## src/rtl/sam_datapath_if.sv

```systemverilog
// Strobe/status bundle between the shift-add multiplier controller (master)
// and its datapath (slave).
interface sam_datapath_if #(
  parameter int N = 4
);
  logic         load;
  logic         sh;
  logic         ad;
  logic         done;
  logic [N-1:0] mcand;
  logic [N-1:0] mplier;
  logic         m;
  logic         k;
  logic [2*N-1:0] product;
  logic         valid;

  modport master (
    output load, sh, ad, done, mcand, mplier,
    input  m, k, product, valid
  );

  modport slave (
    input  load, sh, ad, done, mcand, mplier,
    output m, k, product, valid
  );
endinterface

```

## src/rtl/sam_datapath.sv

```systemverilog
// Shift-add multiplier datapath: accumulator/multiplier register, bit counter, product output.
// Optional macro SAM_PRODUCT_HOLD_EN: registers product_o on done instead of showing ACC live.
module sam_datapath #(
  parameter int N = 4
) (
  input  logic           clk,
  input  logic           rst,
  sam_datapath_if.slave  bus
);
  localparam int CW = (N > 1) ? $clog2(N) : 1;
  localparam logic [CW-1:0] CNT_LAST = CW'(N - 1);

  logic [2*N:0]  acc_reg, acc_next;
  logic [CW-1:0] cnt_reg, cnt_next, cnt_inc;
  logic [N:0]    sum;
  logic          valid_reg;

  // Full N+1-bit add of the multiplicand into the upper half; carry lands in ACC[2N].
  assign sum     = {1'b0, acc_reg[2*N-1:N]} + {1'b0, bus.mcand};
  // Explicit wrap keeps the counter modulo N for non-power-of-two widths.
  assign cnt_inc = (cnt_reg == CNT_LAST) ? '0 : cnt_reg + CW'(1);

  always_comb begin
    acc_next = acc_reg;
    cnt_next = cnt_reg;
    if (bus.load) begin
      acc_next = {{(N+1){1'b0}}, bus.mplier};
      cnt_next = '0;
    end else if (bus.ad && bus.sh) begin
      acc_next = {1'b0, sum, acc_reg[N-1:1]};
      cnt_next = cnt_inc;
    end else if (bus.ad) begin
      acc_next = {sum, acc_reg[N-1:0]};
    end else if (bus.sh) begin
      acc_next = {1'b0, acc_reg[2*N:1]};
      cnt_next = cnt_inc;
    end
  end

  always_ff @(posedge clk or posedge rst) begin
    if (rst) begin
      acc_reg   <= '0;
      cnt_reg   <= '0;
      valid_reg <= 1'b0;
    end else begin
      acc_reg   <= acc_next;
      cnt_reg   <= cnt_next;
      valid_reg <= bus.done;
    end
  end

  assign bus.m     = acc_reg[0];
  assign bus.k     = (cnt_reg == CNT_LAST);
  assign bus.valid = valid_reg;

`ifdef SAM_PRODUCT_HOLD_EN
  logic [2*N-1:0] product_reg;

  always_ff @(posedge clk or posedge rst) begin
    if (rst) begin
      product_reg <= '0;
    end else if (bus.done) begin
      product_reg <= acc_reg[2*N-1:0];
    end
  end

  assign bus.product = product_reg;
`else
  assign bus.product = acc_reg[2*N-1:0];
`endif

endmodule

```

## src/flat_wrapper.sv

```systemverilog
// flat-port wrapper written by rule: the top's interface ports become plain ports
module sam_datapath_flat 
#(
  parameter int N = 4
)
  (clk, rst, bus_load, bus_sh, bus_ad, bus_done, bus_mcand, bus_mplier, bus_m, bus_k, bus_product, bus_valid);
  sam_datapath_if #(.N(N)) bus_i ();
  input  logic clk;
  input  logic rst;
  input wire logic [$bits(bus_i.load)-1:0] bus_load;
  input wire logic [$bits(bus_i.sh)-1:0] bus_sh;
  input wire logic [$bits(bus_i.ad)-1:0] bus_ad;
  input wire logic [$bits(bus_i.done)-1:0] bus_done;
  input wire logic [$bits(bus_i.mcand)-1:0] bus_mcand;
  input wire logic [$bits(bus_i.mplier)-1:0] bus_mplier;
  output wire logic [$bits(bus_i.m)-1:0] bus_m;
  output wire logic [$bits(bus_i.k)-1:0] bus_k;
  output wire logic [$bits(bus_i.product)-1:0] bus_product;
  output wire logic [$bits(bus_i.valid)-1:0] bus_valid;
  assign bus_i.load = bus_load;
  assign bus_i.sh = bus_sh;
  assign bus_i.ad = bus_ad;
  assign bus_i.done = bus_done;
  assign bus_i.mcand = bus_mcand;
  assign bus_i.mplier = bus_mplier;
  assign bus_m = bus_i.m;
  assign bus_k = bus_i.k;
  assign bus_product = bus_i.product;
  assign bus_valid = bus_i.valid;
  sam_datapath #(.N(N)) u_core (.clk(clk), .rst(rst), .bus(bus_i));
endmodule
```

## config.mk

```make
export PLATFORM = sky130hd
export DESIGN_NAME = sam_datapath_flat
export DESIGN_NICKNAME = d
export VERILOG_FILES = /design/src/rtl/sam_datapath_if.sv /design/src/rtl/sam_datapath.sv /design/src/flat_wrapper.sv
export SDC_FILE = /design/constraint.sdc
export NUM_CORES = 1
export LEC_CHECK = 0
export CAP_MARGIN = 20
export CORE_UTILIZATION = 45
export CTS_BUF_LIST = sky130_fd_sc_hd__clkbuf_4
export DETAILED_ROUTE_END_ITERATION = 10
export GPL_TIMING_DRIVEN = 0
export PLACE_DENSITY = 0.87
export SLEW_MARGIN = 10
export SYNTH_ARGS = -nofsm -noshare
export SYNTH_HDL_FRONTEND = slang
export SYNTH_SLANG_ARGS = --single-unit
```

## constraint.sdc

```tcl
create_clock -name clk -period 2.3 [get_ports clk]
set_input_delay 0.23 -clock clk [delete_from_list [all_inputs] [get_ports clk]]
set_output_delay 0.23 -clock clk [all_outputs]
set_load 0.02 [all_outputs]
```

* After elaboration in Yosys (flattened, before gate mapping)
Index checks and enable logic that the tools add are counted.
Operators by class: muxes and demuxes 9, equal/unequal tests 2, add/subtract/negate cells 2, reduce and logical (&&, ||, !) cells 4
Operators with widths (number):
- 2-to-1 mux 9 bit | 4
- 2-to-1 mux 2 bit | 5
- adder 4 x 4 -> 5 bit | 1
- nonzero test 4 bit | 1
- inequality test 3 x 2 -> 1 bit (second input constant) | 1
- nonzero test 3 bit | 1
- adder 2 x 1 -> 2 bit (second input constant) | 1
- == test 2 bit (second input constant) | 1
- AND reduction 2 bit | 1
- logical AND 1 bit | 1
Word-level totals: bits of input ports 14, logic and storage cells 21, output and inout port bits 11, register bits after elaboration 12

* Longest topological paths before layout
Gate-level depths: netlist (run 1).
word-level depth 6, depth in mapped cells 6, depth with buffers taken out 6

* Worst setup path before layout (run 1)
No wires, ideal clock.
path type register to register, start reg u_core.acc_reg[4], end reg u_core.acc_reg[5], cell stages (with the launch flop) 6, library setup time 115 ps, slack 451 ps, period minus slack after synthesis 1849 ps, path buffers 0, required time 2185 ps, arrival 1734 ps, path through dfrtp_1 > ha_1 > fa_1 > xor2_1 > mux4_1 > nor2b_4
Between the ends: longest elaborated chain between the ends 4
RTL lines:
- from (decl) | line sam_datapath.sv:13 | logic [2*N:0] acc_reg, acc_next;
- from (signal assigned) | line sam_datapath.sv:46 | acc_reg <= acc_next;
- adder 4 x 4 -> 5 bit * | line sam_datapath.sv:19 | assign sum = {1'b0, acc_reg[2*N-1:N]} + {1'b0, bus.mcand};
- 2-to-1 mux 9 bit | line sam_datapath.sv:32 | end else if (bus.ad) begin
- 2-to-1 mux 9 bit * | line sam_datapath.sv:29 | end else if (bus.ad && bus.sh) begin
- 2-to-1 mux 9 bit * | line sam_datapath.sv:26 | if (bus.load) begin
Mark *: on every way between the ends. The rest lies on a longest branch, timed or not. The select of a mux whose other input is x is not followed. A chain may end at the register's enable or synchronous reset.

* Worst setup path in the final report (run 1)
Same ends and word-level chain as after synthesis.

==> impl_metrics.ini, run 1 <==
[setup_path]
cp-end-kind = register
crit_type = reg2reg
startpoint_type = register
worstPathRequired_ps = 2450
slowest_stage = mux4_1
worstPathMaxFanout = 4
worstPathCellList = ha_1 > fa_1 > xor2_1 > mux4_1 > nor2b_4
max_stage_delay_ps = 480
worstPathArrival_ps = 2130
rrSetupSlack_ps = 330

[floorplanning]
rows = 14
coreArea_um2 = 1590
dieArea_um2 = 1970
io_pins = 25
die_w_um = 44.4
initial_utilization = 0.507
die_h_um = 44.4

[grt]
globalRouteOverflowTotal = 0
first_global_vias = 684
grt.total_usage = 0.199
grt_max_degree = 13
grt_antenna_before_repair = 0
grt_pass1_wl_um = 2780

[clock_network]
cts_hold_buf = 0
clock-sinks = 12
cts-buffers-inserted = 3
cts_resized = 0
clk_latency_ps = 270
clk_path_buf_depth = 2
cts_root_buffer = clkbuf_4
cts_tree = yes
h-tree-depth = 1
path_clk_slew_ps = 70
post_cts.repair.setup_buffers = 0

[synthesis]
synthArstFlopShare = 1.00
synth.avg_cell_area_um2 = 10.9
synth_common_cells = dfrtp_1 (12), buf_4 (9), mux2i_1 (8)
syn_nets = 94
synth_edf_count = 0
yosysSeqAreaShare = 0.372
yosysMostFrequentCell = dfrtp_1
synth_ff_type = dfrtp_1
yosys.area.top_type = dfrtp_1
yosysTopAreaCellShare = 0.372
yosysUniqueCellTypes = 28
syn_area_um2 = 808
yosysWarnings = 0
netlist_instances = 74
synthTopCellsByArea = dfrtp_1 (37%), mux2i_1 (9.9%), buf_4 (8.4%)
ys_ff_latch = 12

[sta]
fin_crit_sh = 0.858
slew_violations = 0
period_needed_ps = 1970
finalSetupViolations = 0
finClkSkew_ps = 2.44
worstMarginPinSlew_ps = 439
hold_viol_final = 0
rsz0062_at_grt = false
finalSetupTns_ps = 0
hold_slack_ps = 185
max_freq_mhz = 507
slew_headroom = 0.707

[min_path]
hp-class = in2reg

[pwr]
p_leak_uw = 0.000519
worst_ir_drop_vdd_v = 0.000506
pwr_density_cell_nw_per_um2 = 551

[place]
dp_hpwl_um = 1330
place.gp.congestion = 0.781
io_buffers = 22

[final_layout]
diodes = 0
nets = 121
area.growth.synth_to_final_pct = 33.7
largest_reg_flops = 9
drive_above_1_share = 0.162
final.fill_count = 118
utilization = 0.678

[route]
wirelength_um = 1640
via_per_inst = 5.27
drc = 0
drt-initial-drc-count = 9
wire_per_inst_um = 13.3
ant_nets = 0
drt_pass1_iterations = 4
vias = 648

[run]
cap_viol_max_count = 0

[run_status]
status = finished, final reports clean
-- layout by cell type, fill, tap and decap left out --
cell type	instances
a2111oi_0	1
a2111oi_1	1
a21o_1	3
a21oi_1	2
a221oi_1	1
a311oi_1	1
a31oi_1	1
buf_2	1
buf_4	9
buf_8	1
clkbuf_1	1
clkbuf_4	3
clkdlybuf4s50_1	22
dfrtp_1	12
fa_1	1
ha_1	5
inv_1	1
mux2i_1	8
mux4_1	1
mux4_2	1
nand2_1	5
nand2b_1	1
nor2_1	4
nor2b_1	2
nor2b_4	1
nor3_1	1
o21a_1	1
o21ai_0	5
o21ai_1	1
xor2_1	2
-- path summary, 6_finish.rpt --
check | start | end | depth (start not counted)
setup / recovery | u_core.acc_reg[4] | u_core.acc_reg[5] | 5
min in group asynchronous | rst | u_core.acc_reg[0] | 2
hold reg to reg | u_core.cnt_reg[1] | u_core.cnt_reg[1] | 2
hold / removal | bus_ad | u_core.acc_reg[6] | 2
max in group asynchronous | rst | u_core.acc_reg[6] | 2
setup reg to reg | u_core.acc_reg[4] | u_core.acc_reg[5] | 5
-- routing by layer --
layer  share of wire  vias to the layer above  wire length (µm)  GRT usage
met1            0.39                      319               639      0.214
met3           0.045                        0                73     0.0776
met5               0                        -                 0          0
met4               0                        0                 0     0.0727
met2            0.56                       21               924      0.353
li1                -                      308                 -          -
-- final cells by class --
cell class / instances / area [µm²] / share of cell area
plain buffers: 12 / 91.3 / 0.0845
clock buffers: 3 / 22.5 / 0.0208
inverters: 1 / 3.75 / 0.00347
multi-input cells: 49 / 413 / 0.382
flip-flops and latches: 12 / 300 / 0.278
well taps: 24 / 30.0 / 0.0278
repair buffers: 22 / 220 / 0.204
-- power breakdown --
group	total (µW)	switching, µW	internal [µW]
combinational	224	98.6	125
clock	122	61.1	60.6
sequential	250	19.7	231
total	596	179	417
-- cells by family (layout without fill, tap and decap cells) --
logic type      after synthesis  in the layout  share of synthesized area
flops                        12             12                      0.372
simple gates                 14             14                     0.0882
mux                          10             10                      0.159
buf+inv                      13             38                      0.118
compound gates               17             17                      0.139
fa+ha+maj                     6              6                      0.102
xor+xnor                      2              2                     0.0217
-- critical path, delay by kind of cell, from the launching register on --
family	cells	cell delay, ps
xor gates and xnor gates	1	170
adders and majority gates	2	650
DFF	1	430
and+or+nand+nor	1	140
muxes	1	480
-- stage by stage --
step	cells	power, µW	cell area (µm²)	worst slack, ps
detailed placement	120	478	1060	146
global placement	120	465	1060	154
floorplan	74	393	808	451
CTS	123	600	1080	325
global route	123	634	1080	221
finish	123	596	1080	327
No activity file was read; power rests on OpenSTA's default activity.
==> inputs of run 2 (changes only) <==
--- a/config.mk
+++ b/config.mk
@@ -11,6 +11,7 @@
 export DETAILED_ROUTE_END_ITERATION = 10
 export GPL_TIMING_DRIVEN = 0
 export PLACE_DENSITY = 0.87
+export REMOVE_ABC_BUFFERS = 1
 export SLEW_MARGIN = 10
 export SYNTH_ARGS = -nofsm -noshare
 export SYNTH_HDL_FRONTEND = slang
==> run 2 against run 1 <==
Die area unchanged. Worst hold slack improved by 99 ps. Wire length decreased by 14%. Clock power about the same. First-iteration DRC count decreased by 89%. Register-to-register slack about the same. Cell count decreased by 8.1%.
==> impl_metrics.ini, run 2 (synthesis results as in run 1) <==
[setup_path]
startpoint_type = register
worstPathMaxFanout = 4
rrSetupSlack_ps = 320
worstPathArrival_ps = 2120
crit_type = reg2reg
worstPathRequired_ps = 2440
cp-end-kind = register

[final_layout]
largest_reg_flops = 9
utilization = 0.633
nets = 111
final.fill_count = 135
drive_above_1_share = 0.0562
area.growth.synth_to_final_pct = 24.9
final_cell_mix = clkdlybuf4s50_1 (24), dfrtp_1 (12), mux2i_1 (8)
diodes = 0
fin_area_um2 = 1010
final_common_cell = clkdlybuf4s50_1

[min_path]
hp-class = in2async

[pwr]
p_sw_frac = 0.304
p_clk_frac = 0.220
p_switching_uw = 174
p_comb_frac = 0.342
pwr_density_cell_nw_per_um2 = 565
seq_power_share = 0.438
p_leak_uw = 0.000469
p_int_uw = 397
worst_ir_drop_vdd_v = 0.000367

[floorplanning]
rows = 14
io_pins = 25
die_w_um = 44.4
coreArea_um2 = 1590
initial_utilization = 0.507
dieArea_um2 = 1970
die_h_um = 44.4

[place]
placed_cell_area_um2 = 987
place.gp.congestion = 0.721
dp_hpwl_um = 1010
io_buffers = 24

[sta]
slew_violations = 0
rsz0062_at_grt = false
worstMarginPinSlew_ps = 748
finalSetupTns_ps = 0
period_needed_ps = 1980
slew_headroom = 0.500
max_freq_mhz = 505
finClkSkew_ps = 1.83
hold_viol_final = 0
fin_crit_sh = 0.860
finalSetupViolations = 0

[run]
cap_viol_max_count = 0

[clock_network]
cts_tree = yes
cts_hold_buf = 0
clock-sinks = 12
cts-buffers-inserted = 3
cts_root_buffer = clkbuf_4
h-tree-depth = 1
path_clk_slew_ps = 70
clk_path_buf_depth = 2
post_cts.repair.setup_buffers = 0
clk_latency_ps = 270
cts_resized = 0

[route]
wire_per_inst_um = 12.4
ant_nets = 0
drt_pass1_iterations = 2
via_per_inst = 5.21
drt-initial-drc-count = 1
wirelength_um = 1410
drc = 0
vias = 589

[grt]
grt_max_degree = 18
busiest_layer = met2
grt_pass1_wl_um = 2510
met3_usage = 0.0327
globalRouteOverflowTotal = 0
use_met1 = 0.212
grt.total_usage = 0.175
grt_antenna_before_repair = 0
use_met2 = 0.303
first_global_vias = 585

[run_status]
status = finished, final reports clean
run 2: changes by cell type in the layout (fill, tap and decap cells not counted):
cell             before  now
buf_2                 1    0
clkdlybuf4s50_1      22   24
buf_4                 9    0
buf_8                 1    0
clkbuf_1              1    0
run 2: final cells by class:
type	instances	area [µm²]	share of cell area
multi-input cells	49	413	0.409
flip-flops and latches	12	300	0.297
repair buffers	24	240	0.238
well taps	24	30.0	0.0297
clock buffers	3	22.5	0.0223
inverters	1	3.75	0.00372
run 2: critical path, cell delays in order (launching register included):
cell and delay [ps]:
dfrtp_1 410, ha_1 240, fa_1 400, xor2_1 170, mux4_1 490, nor2b_4 140
run 2: power groups by stage:
stage	registers (µW)	clock network, µW	logic (µW)
2_1_floorplan	272	0	87.2
3_3_place_gp	252	0	192
3_5_place_dp	253	0	194
4_1_cts	250	128	198
5_1_grt	254	137	216
6_report	250	125	195
run 2: final timing paths:
path / cells past startpoint / from / end
max in group asynchronous: 2 / rst / u_core.acc_reg[7]
max: 5 / u_core.acc_reg[4] / u_core.acc_reg[5]
min reg2reg: 2 / u_core.cnt_reg[1] / u_core.cnt_reg[1]
max reg2reg: 5 / u_core.acc_reg[4] / u_core.acc_reg[5]
min in group clk: 1 / bus_done / u_core.bus.valid
min: 2 / rst / u_core.acc_reg[1]
run 2: metrics by stage:
| step | std cells | power [µW] | hold WS [ps] | setup slack (ps) |
|---|---|---|---|---|
| floorplan | 62 | 360 | 94.7 | 345 |
| global placement | 110 | 444 | 509 | 121 |
| detailed placement | 110 | 447 | 521 | 132 |
| CTS | 113 | 576 | 303 | 316 |
| global route | 113 | 607 | 333 | 243 |
| finish | 113 | 571 | 284 | 322 |
run 2: metal layers:
metal / up-vias / wire (µm)
met5: - / 0
met4: 0 / 21
met3: 3 / 98
met2: 23 / 656
met1: 270 / 629
li1: 293 / -
==> inputs of run 3 (changes only) <==
--- a/config.mk
+++ b/config.mk
@@ -6,11 +6,11 @@
 export NUM_CORES = 1
 export LEC_CHECK = 0
 export CAP_MARGIN = 20
-export CORE_UTILIZATION = 45
+export CORE_UTILIZATION = 35
 export CTS_BUF_LIST = sky130_fd_sc_hd__clkbuf_4
 export DETAILED_ROUTE_END_ITERATION = 10
 export GPL_TIMING_DRIVEN = 0
-export PLACE_DENSITY = 0.87
+export PLACE_DENSITY = 0.72
 export REMOVE_ABC_BUFFERS = 1
 export SLEW_MARGIN = 10
 export SYNTH_ARGS = -nofsm -noshare
==> run 3 against run 2 <==
Critical endpoint unchanged. Core utilization decreased by 17 points. Largest power group unchanged. First-iteration DRC count increased to 6.0 times the previous value. Global-route usage decreased by 2.5 points. Via count increased by 2.2%. Non-clock buffer count unchanged. Die area increased by 27%. Count of clock-buffer cells in the layout unchanged. Fmax decreased by 0.55%. Sequential cell count unchanged. Worst setup slack got worse by 11 ps. Sequential share of layout area decreased by 0.15 points.
==> impl_metrics.ini, run 3 (synthesis results as in run 1) <==
[run_status]
status = finished, final reports clean

[setup_path]
worstPathRequired_ps = 2440
cp-end-kind = register
worstPathCellList = ha_1 > fa_1 > xor2_1 > mux4_1 > nor2b_4
slowest_stage = mux4_1
startpoint = u_core.acc_reg[4]
crit_buf_inv = 0
worstPathMaxFanout = 4
startpoint_type = register
crit_type = reg2reg
r2r-start = u_core.acc_reg[4]
critPathTopFamily = adder cells
max_stage_delay_ps = 490
worstPathArrival_ps = 2130

[clock_network]
clock-sinks = 12
clk_latency_ps = 270
path_clk_slew_ps = 70
cts-buffers-inserted = 3
cts_tree = yes
cts_hold_buf = 0
h-tree-depth = 1
cts_resized = 0
clk_path_buf_depth = 2
post_cts.repair.setup_buffers = 0
cts_root_buffer = clkbuf_4

[sta]
hold_slack_ps = 274
period_needed_ps = 1990
slew_violations = 0
finClkSkew_ps = 3.99
setup_ws_ps = 311
worstMarginPinSlew_ps = 748
hold_viol_final = 0
slew_headroom = 0.500
max_freq_mhz = 503
finalSetupTns_ps = 0
finalSetupViolations = 0
fin_crit_sh = 0.865
rsz0062_at_grt = false

[route]
ant_nets = 0
wire_per_inst_um = 13.4
via_per_inst = 5.15
vias = 602
drt-initial-drc-count = 6
drc = 0
wirelength_um = 1570
drt_pass1_iterations = 3

[place]
dp_hpwl_um = 1130
place.gp.congestion = 0.727
dp_slack_ps = 115
io_buffers = 24

[floorplanning]
die_h_um = 50.1
io_pins = 25
die_w_um = 50.1
coreArea_um2 = 2190
initial_utilization = 0.369
rows = 17
dieArea_um2 = 2510

[final_layout]
final_cell_mix = clkdlybuf4s50_1 (24), dfrtp_1 (12), mux2i_1 (8)
largest_reg_flops = 9
nets = 111
diodes = 0
final_common_cell = clkdlybuf4s50_1
seqCellArea_um2 = 300
final.fill_count = 218
multiInputGateArea_um2 = 413
drive_above_1_share = 0.0562
utilization = 0.463
area.growth.synth_to_final_pct = 25.5

[min_path]
hp-class = in2async

[pwr]
worst_ir_drop_vdd_v = 0.000307
p_leak_uw = 0.000469
pwr_density_cell_nw_per_um2 = 563

[grt]
globalRouteOverflowTotal = 0
grt_antenna_before_repair = 0
grt.total_usage = 0.151
grt_pass1_wl_um = 2790
first_global_vias = 627
grt_max_degree = 18

[run]
cap_viol_max_count = 0
## run 3: cell counts in the layout (fill, tap and decap cells not counted)
Identical to the previous run, type by type.
## run 3: worst paths after layout
kind                                           to  slack, ps  cells past startpoint
worst max-delay path            u_core.acc_reg[5]        310                      5
worst min-delay path            u_core.acc_reg[4]        270                      2
worst max register to register  u_core.acc_reg[5]        310                      5
worst min register to register  u_core.cnt_reg[1]        560                      2
max in group asynchronous       u_core.cnt_reg[1]       1700                      2
min in group clk                 u_core.bus.valid        400                      1
## run 3: per-stage QoR
stage,total power (µW),std cells,area (µm²)
after global placement,446,114,992
after floorplan,360,62,717
after global routing,616,117,1010
after detailed placement,451,114,992
after CTS,580,117,1010
final,572,117,1010
## run 3: report_power, final
part           internal (µW)  switching [µW]  leakage (µW)
combinational            106            91.1      0.000301
sequential               231            18.8      0.000153
clock                   60.5            64.4     0.0000138
## run 3: cell type report
class	count	area share
multi-input cells	49	0.407
flip-flops and latches	12	0.296
repair buffers	24	0.237
well taps	28	0.0345
clock buffers	3	0.0222
inverters	1	0.00370
## run 3: routing by layer
layer	wire length, µm	global-route usage
met1	713	0.183
met2	710	0.233
met3	123	0.0432
met4	23	0.0905
met5	0	0
## run 3: worst reg2reg max path, stage by stage, from the launching register on
cell     delay (ps)
dfrtp_1         410
ha_1            240
fa_1            410
xor2_1          170
mux4_1          490
nor2b_4         140
